`config.mk`:
```
export PLATFORM = sky130hd
export DESIGN_NAME = mips_muldiv_unit
export DESIGN_NICKNAME = d
export VERILOG_FILES = /design/src/rtl/mips_muldiv_unit.sv
export SDC_FILE = /design/constraint.sdc
export NUM_CORES = 2
export LEC_CHECK = 0
export CORE_ASPECT_RATIO = 0.8
export CORE_MARGIN = 5
export CORE_UTILIZATION = 45
export CTS_CLUSTER_DIAMETER = 50
export DETAILED_ROUTE_END_ITERATION = 6
export SYNTH_ARGS = -nofsm -noshare
export SYNTH_HDL_FRONTEND = slang
export SYNTH_SLANG_ARGS = --single-unit
export TNS_END_PERCENT = 5
```
`constraint.sdc`:
```
create_clock -name Clk -period 34 [get_ports Clk]
set_input_delay 6.8 -clock Clk [delete_from_list [all_inputs] [get_ports Clk]]
set_output_delay 6.8 -clock Clk [all_outputs]
set_load 0.02 [all_outputs]
```
`src/rtl/mips_muldiv_unit.sv`:
```
// Multiply/divide unit holding the architectural HI/LO registers.
// Fixed-latency multiply, radix-2 restoring divide with a sign-fixup cycle.
module mips_muldiv_unit #(
    parameter int unsigned WIDTH       = 32,
    parameter int unsigned MUL_LATENCY = 4
) (
    input  logic             Clk,
    input  logic             Rst,
    input  logic             start,
    input  logic [2:0]       op,
    input  logic [WIDTH-1:0] a,
    input  logic [WIDTH-1:0] b,
    input  logic             flush,
    output logic             busy,
    output logic             done,
    output logic             div_by_zero,
    output logic [WIDTH-1:0] hi,
    output logic [WIDTH-1:0] lo
);

    localparam int unsigned CntW = $clog2(WIDTH + MUL_LATENCY) + 1;

    localparam logic [2:0] OpMult  = 3'd0;
    localparam logic [2:0] OpMultu = 3'd1;
    localparam logic [2:0] OpDiv   = 3'd2;
    localparam logic [2:0] OpDivu  = 3'd3;
    localparam logic [2:0] OpMthi  = 3'd4;
    localparam logic [2:0] OpMtlo  = 3'd5;

    typedef enum logic [1:0] {StIdle, StMul, StDiv, StFix} state_e;

    state_e               state_q, state_d;
    logic [CntW-1:0]      cnt_q, cnt_d;
    logic [WIDTH-1:0]     hi_q, hi_d;
    logic [WIDTH-1:0]     lo_q, lo_d;
    logic                 done_q, done_d;
    logic                 dbz_q, dbz_d;
    logic [2*WIDTH-1:0]   prod_q, prod_d;
    logic [WIDTH-1:0]     rem_q, rem_d;
    logic [WIDTH-1:0]     quot_q, quot_d;
    logic [WIDTH-1:0]     dvsr_q, dvsr_d;
    logic                 negq_q, negq_d;
    logic                 negr_q, negr_d;

    logic                 accept;
    logic                 is_signed;
    logic [WIDTH-1:0]     a_mag;
    logic [WIDTH-1:0]     b_mag;
    logic signed [2*WIDTH-1:0] a_ext;
    logic signed [2*WIDTH-1:0] b_ext;
    logic [2*WIDTH-1:0]   mul_prod;
    logic [WIDTH:0]       rem_shift;
    logic [WIDTH:0]       rem_trial;

    assign accept    = start && !flush && (state_q == StIdle);
    assign is_signed = (op == OpMult) || (op == OpDiv);
    assign a_mag     = (is_signed && a[WIDTH-1]) ? -a : a;
    assign b_mag     = (is_signed && b[WIDTH-1]) ? -b : b;

    // Sign- or zero-extend to the full product width so one multiplier serves both modes.
    assign a_ext    = is_signed ? {{WIDTH{a[WIDTH-1]}}, a} : {{WIDTH{1'b0}}, a};
    assign b_ext    = is_signed ? {{WIDTH{b[WIDTH-1]}}, b} : {{WIDTH{1'b0}}, b};
    assign mul_prod = a_ext * b_ext;

    // One restoring step: shift in the next dividend bit and try subtracting the divisor.
    assign rem_shift = {rem_q, quot_q[WIDTH-1]};
    assign rem_trial = rem_shift - {1'b0, dvsr_q};

    always_comb begin
        state_d = state_q;
        cnt_d   = cnt_q;
        hi_d    = hi_q;
        lo_d    = lo_q;
        done_d  = 1'b0;
        dbz_d   = 1'b0;
        prod_d  = prod_q;
        rem_d   = rem_q;
        quot_d  = quot_q;
        dvsr_d  = dvsr_q;
        negq_d  = negq_q;
        negr_d  = negr_q;

        unique case (state_q)
            StIdle: begin
                if (accept) begin
                    case (op)
                        OpMult, OpMultu: begin
                            if (MUL_LATENCY == 1) begin
                                {hi_d, lo_d} = mul_prod;
                                done_d       = 1'b1;
                            end else begin
                                prod_d  = mul_prod;
                                cnt_d   = CntW'(MUL_LATENCY - 2);
                                state_d = StMul;
                            end
                        end
                        OpDiv, OpDivu: begin
                            if (b == '0) begin
                                hi_d   = a;
                                lo_d   = '1;
                                done_d = 1'b1;
                                dbz_d  = 1'b1;
                            end else begin
                                rem_d   = '0;
                                quot_d  = a_mag;
                                dvsr_d  = b_mag;
                                negq_d  = is_signed && (a[WIDTH-1] ^ b[WIDTH-1]);
                                negr_d  = is_signed && a[WIDTH-1];
                                cnt_d   = CntW'(WIDTH - 1);
                                state_d = StDiv;
                            end
                        end
                        OpMthi:  hi_d = a;
                        OpMtlo:  lo_d = a;
                        default: ;
                    endcase
                end
            end
            StMul: begin
                if (cnt_q == '0) begin
                    {hi_d, lo_d} = prod_q;
                    done_d       = 1'b1;
                    state_d      = StIdle;
                end else begin
                    cnt_d = cnt_q - CntW'(1);
                end
            end
            StDiv: begin
                if (!rem_trial[WIDTH]) begin
                    rem_d  = rem_trial[WIDTH-1:0];
                    quot_d = {quot_q[WIDTH-2:0], 1'b1};
                end else begin
                    rem_d  = rem_shift[WIDTH-1:0];
                    quot_d = {quot_q[WIDTH-2:0], 1'b0};
                end
                if (cnt_q == '0) begin
                    state_d = StFix;
                end else begin
                    cnt_d = cnt_q - CntW'(1);
                end
            end
            StFix: begin
                lo_d    = negq_q ? -quot_q : quot_q;
                hi_d    = negr_q ? -rem_q : rem_q;
                done_d  = 1'b1;
                state_d = StIdle;
            end
        endcase

        // An abort discards whatever the in-flight operation would have committed.
        if (flush && (state_q != StIdle)) begin
            state_d = StIdle;
            done_d  = 1'b0;
            dbz_d   = 1'b0;
            hi_d    = hi_q;
            lo_d    = lo_q;
        end
    end

    always_ff @(posedge Clk) begin
        if (!Rst) begin
            state_q <= StIdle;
            cnt_q   <= '0;
            hi_q    <= '0;
            lo_q    <= '0;
            done_q  <= 1'b0;
            dbz_q   <= 1'b0;
            prod_q  <= '0;
            rem_q   <= '0;
            quot_q  <= '0;
            dvsr_q  <= '0;
            negq_q  <= 1'b0;
            negr_q  <= 1'b0;
        end else begin
            state_q <= state_d;
            cnt_q   <= cnt_d;
            hi_q    <= hi_d;
            lo_q    <= lo_d;
            done_q  <= done_d;
            dbz_q   <= dbz_d;
            prod_q  <= prod_d;
            rem_q   <= rem_d;
            quot_q  <= quot_d;
            dvsr_q  <= dvsr_d;
            negq_q  <= negq_d;
            negr_q  <= negr_d;
        end
    end

    assign busy        = (state_q != StIdle);
    assign done        = done_q;
    assign div_by_zero = dbz_q;
    assign hi          = hi_q;
    assign lo          = lo_q;

endmodule

```
==> qor.yml <==
outcome:
  outcome: "completed"
floorplanning:
  rows: 121
  die_w_um: 425.3
  pin_count: 138
  die_area_um2: 145500
  coreArea_um2: 136600
  die_h_um: 342.2
  start_util: 0.4547
critical_path:
  endpoint_kind: "flip-flop"
  path_class: "in -> reg"
  critPathSlowestCell: "fa_1"
  cpMostUsedCell: "fa_1"
  required_ns: 34.45
  cp.arrival_ns: 17.95
  critPathMaxFanout: 41
  cpPeakStageDelay_ns: 0.93
  start_kind: "input pin"
logic_synthesis:
  ys.flop_type: "dfxtp_1"
  synth_warnings: 0
  synth-seq-cells: 237
  synthArstFlopShare: 0
  synth_fp_nets: 8888
  syn_area_um2: 62090
  yosys-top-cells-count: "inv_1, fa_1, nand2_1"
  synth_top_area_share: 0.4588
  syn_avg_cell_area_um2: 8.868
  ys_types: 92
  ys_top_cells_by_area: "fa_1, inv_1, ha_1"
  synth-edff-count: 0
  syn_inst: 7001
  yosysMostFrequentCell: "inv_1"
  synth_area_leader_cell: "fa_1"
  synth.yosys.seq_area_share: 0.07642
layout:
  fillers: 13227
  final_nets: 8738
  area_delta_synth_final_pct: 5.965
  drive_gt1_frac: 0.03725
sta:
  setup-tns-final_ns: 0
  finalCriticalPeriod_ns: 17.49
  slew_headroom: 0.2207
  setup_violations: 0
  tightestPinTransition_ns: 1.169
  rsz0062_at_grt: "false"
  min_period_over_period: 0.5146
  max_freq_mhz: 57.16
  slew_viol_final: 0
  finalClockSkew_ns: 0.02656
  final_hold_viol_count: 0
placement:
  post-dp-hpwl_mm: 163.0
  routabilityCongestion: 0.9968
  numPortBuffers: 137
clocking:
  path_clk_slew_ns: 0.06
  root_buffer: "clkbuf_16"
  cts-htree-levels: 1
  cts_resized: 0
  cts_max_path_buffers: 3
  cts_hold_buffers: 0
  cts_made_buffers: 28
  clock_sinks: 237
  clock_latency_ns: 0.58
  cts_tree: "yes"
  cts_setup_buffers: 0
routing:
  drt-wirelength-per-cell_um: 23.43
  drt_iter0_drc: 4433
  detail-route-antenna-nets: 0
  first_pass_iters: 6
  drc: 0
  viasPerCell: 5.456
  finalWirelength_mm: 204.3
  via_count: 47584
global_route:
  grt_max_degree: 96
  grt_pass1_wl_mm: 314.9
  overflow: 0
  antenna_found_initial: 16
  grt_pass1_vias: 49991
  grt_usage: 0.2854
worst_hold_path:
  worstHoldPathType: "reg -> reg"
run:
  max-cap-violations: 0
-- layout by cell type, fill, tap and decap left out, types with 32 or more instances in the layout --
master and instances:
mux2i_1 37, fa_1 1423, xnor2_1 172, a21o_1 42, o31ai_1 34, nand3_1 44
a22oi_1 32, buf_4 103, clkdlybuf4s50_1 93, o21ai_0 212, inv_1 1567, and3_1 33
buf_2 44, nand2_1 1049, nor3_1 33, a211oi_1 52, and2_1 388, a21oi_1 196
ha_1 390, nor2_1 192, xor2_1 78, a31oi_1 32, dfxtp_1 237
-- logic make-up (layout without fill, tap and decap cells) --
| group | after synthesis | in the layout | share of synthesized area |
|---|---|---|---|
| buffers and inverters | 1988 | 1859 | 0.1215 |
| other | 0 | 5 | 0 |
| AO/OA/AOI/OAI | 788 | 788 | 0.08164 |
| AND/OR/NAND/NOR | 1880 | 1880 | 0.1404 |
| XOR/XNOR | 251 | 251 | 0.03541 |
| multiplexers | 38 | 38 | 0.006187 |
| flip-flops | 237 | 237 | 0.07642 |
| adder cells (fa/ha/maj) | 1819 | 1819 | 0.5385 |
-- layer usage --
layer	wire (um)	track usage
met4	4995	0.05844
met1	90690	0.4239
met3	25060	0.08596
met5	24	0
met2	83560	0.4129
-- path summary, 6_finish.rpt --
check	startpoint	endpoint	slack (ns)	cells past startpoint
min reg2reg	prod_q[56]	prod_q[56]	0.46	2
max	op[2]	prod_q[61]	16.51	34
max reg2reg	quot_q[31]	rem_q[23]	29.79	15
min	prod_q[56]	prod_q[56]	0.46	2
-- state kept, by name, indices dropped and copies added, names as in the netlist --
| register | cells |
|---|---|
| cnt_q | 7 |
| negr_q | 1 |
| hi | 32 |
| div_by_zero | 1 |
| negq_q | 1 |
| quot_q | 32 |
| prod_q | 64 |
| rem_q | 32 |
| state_q | 2 |
| done | 1 |
| dvsr_q | 32 |
| lo | 32 |
-- cell type report --
type | instances | area, um^2 | area share
sequential | 237 | 4745 | 0.07211
tap | 1845 | 2308 | 0.03509
antenna | 5 | 12.51 | 0.0001902
multi-input combinational | 4776 | 49850 | 0.7576
inverter | 1568 | 5888 | 0.08950
timing repair buffer | 240 | 1924 | 0.02925
clock buffer | 34 | 784.5 | 0.01192
clock inverter | 17 | 282.8 | 0.004298
-- through the flow --
step	utilization	setup WS [ns]	std cells	hold slack (ns)	area (um^2)
6_report	0.4818	16.51	8722	0.4557	65790
2_1_floorplan	-	17.49	7001	0.4320	62090
4_1_cts	0.4817	16.57	8717	0.4542	65780
5_1_grt	0.4817	15.96	8717	0.4728	65780
3_5_place_dp	0.4739	15.99	8666	0.4444	64710
3_3_place_gp	0.4739	16.23	8666	0.4404	64710
-- critical path, delay by kind of cell --
kind            cells  cell delay [ns]
compound gates      5             1.31
fa+ha+maj          11             6.35
buf+inv            10             1.93
mux                 1             0.11
simple gates        7             1.36
Power is left out: the tool's default activity adds up to more than one toggle a clock period on the data nets, which glitch-free logic cannot reach.
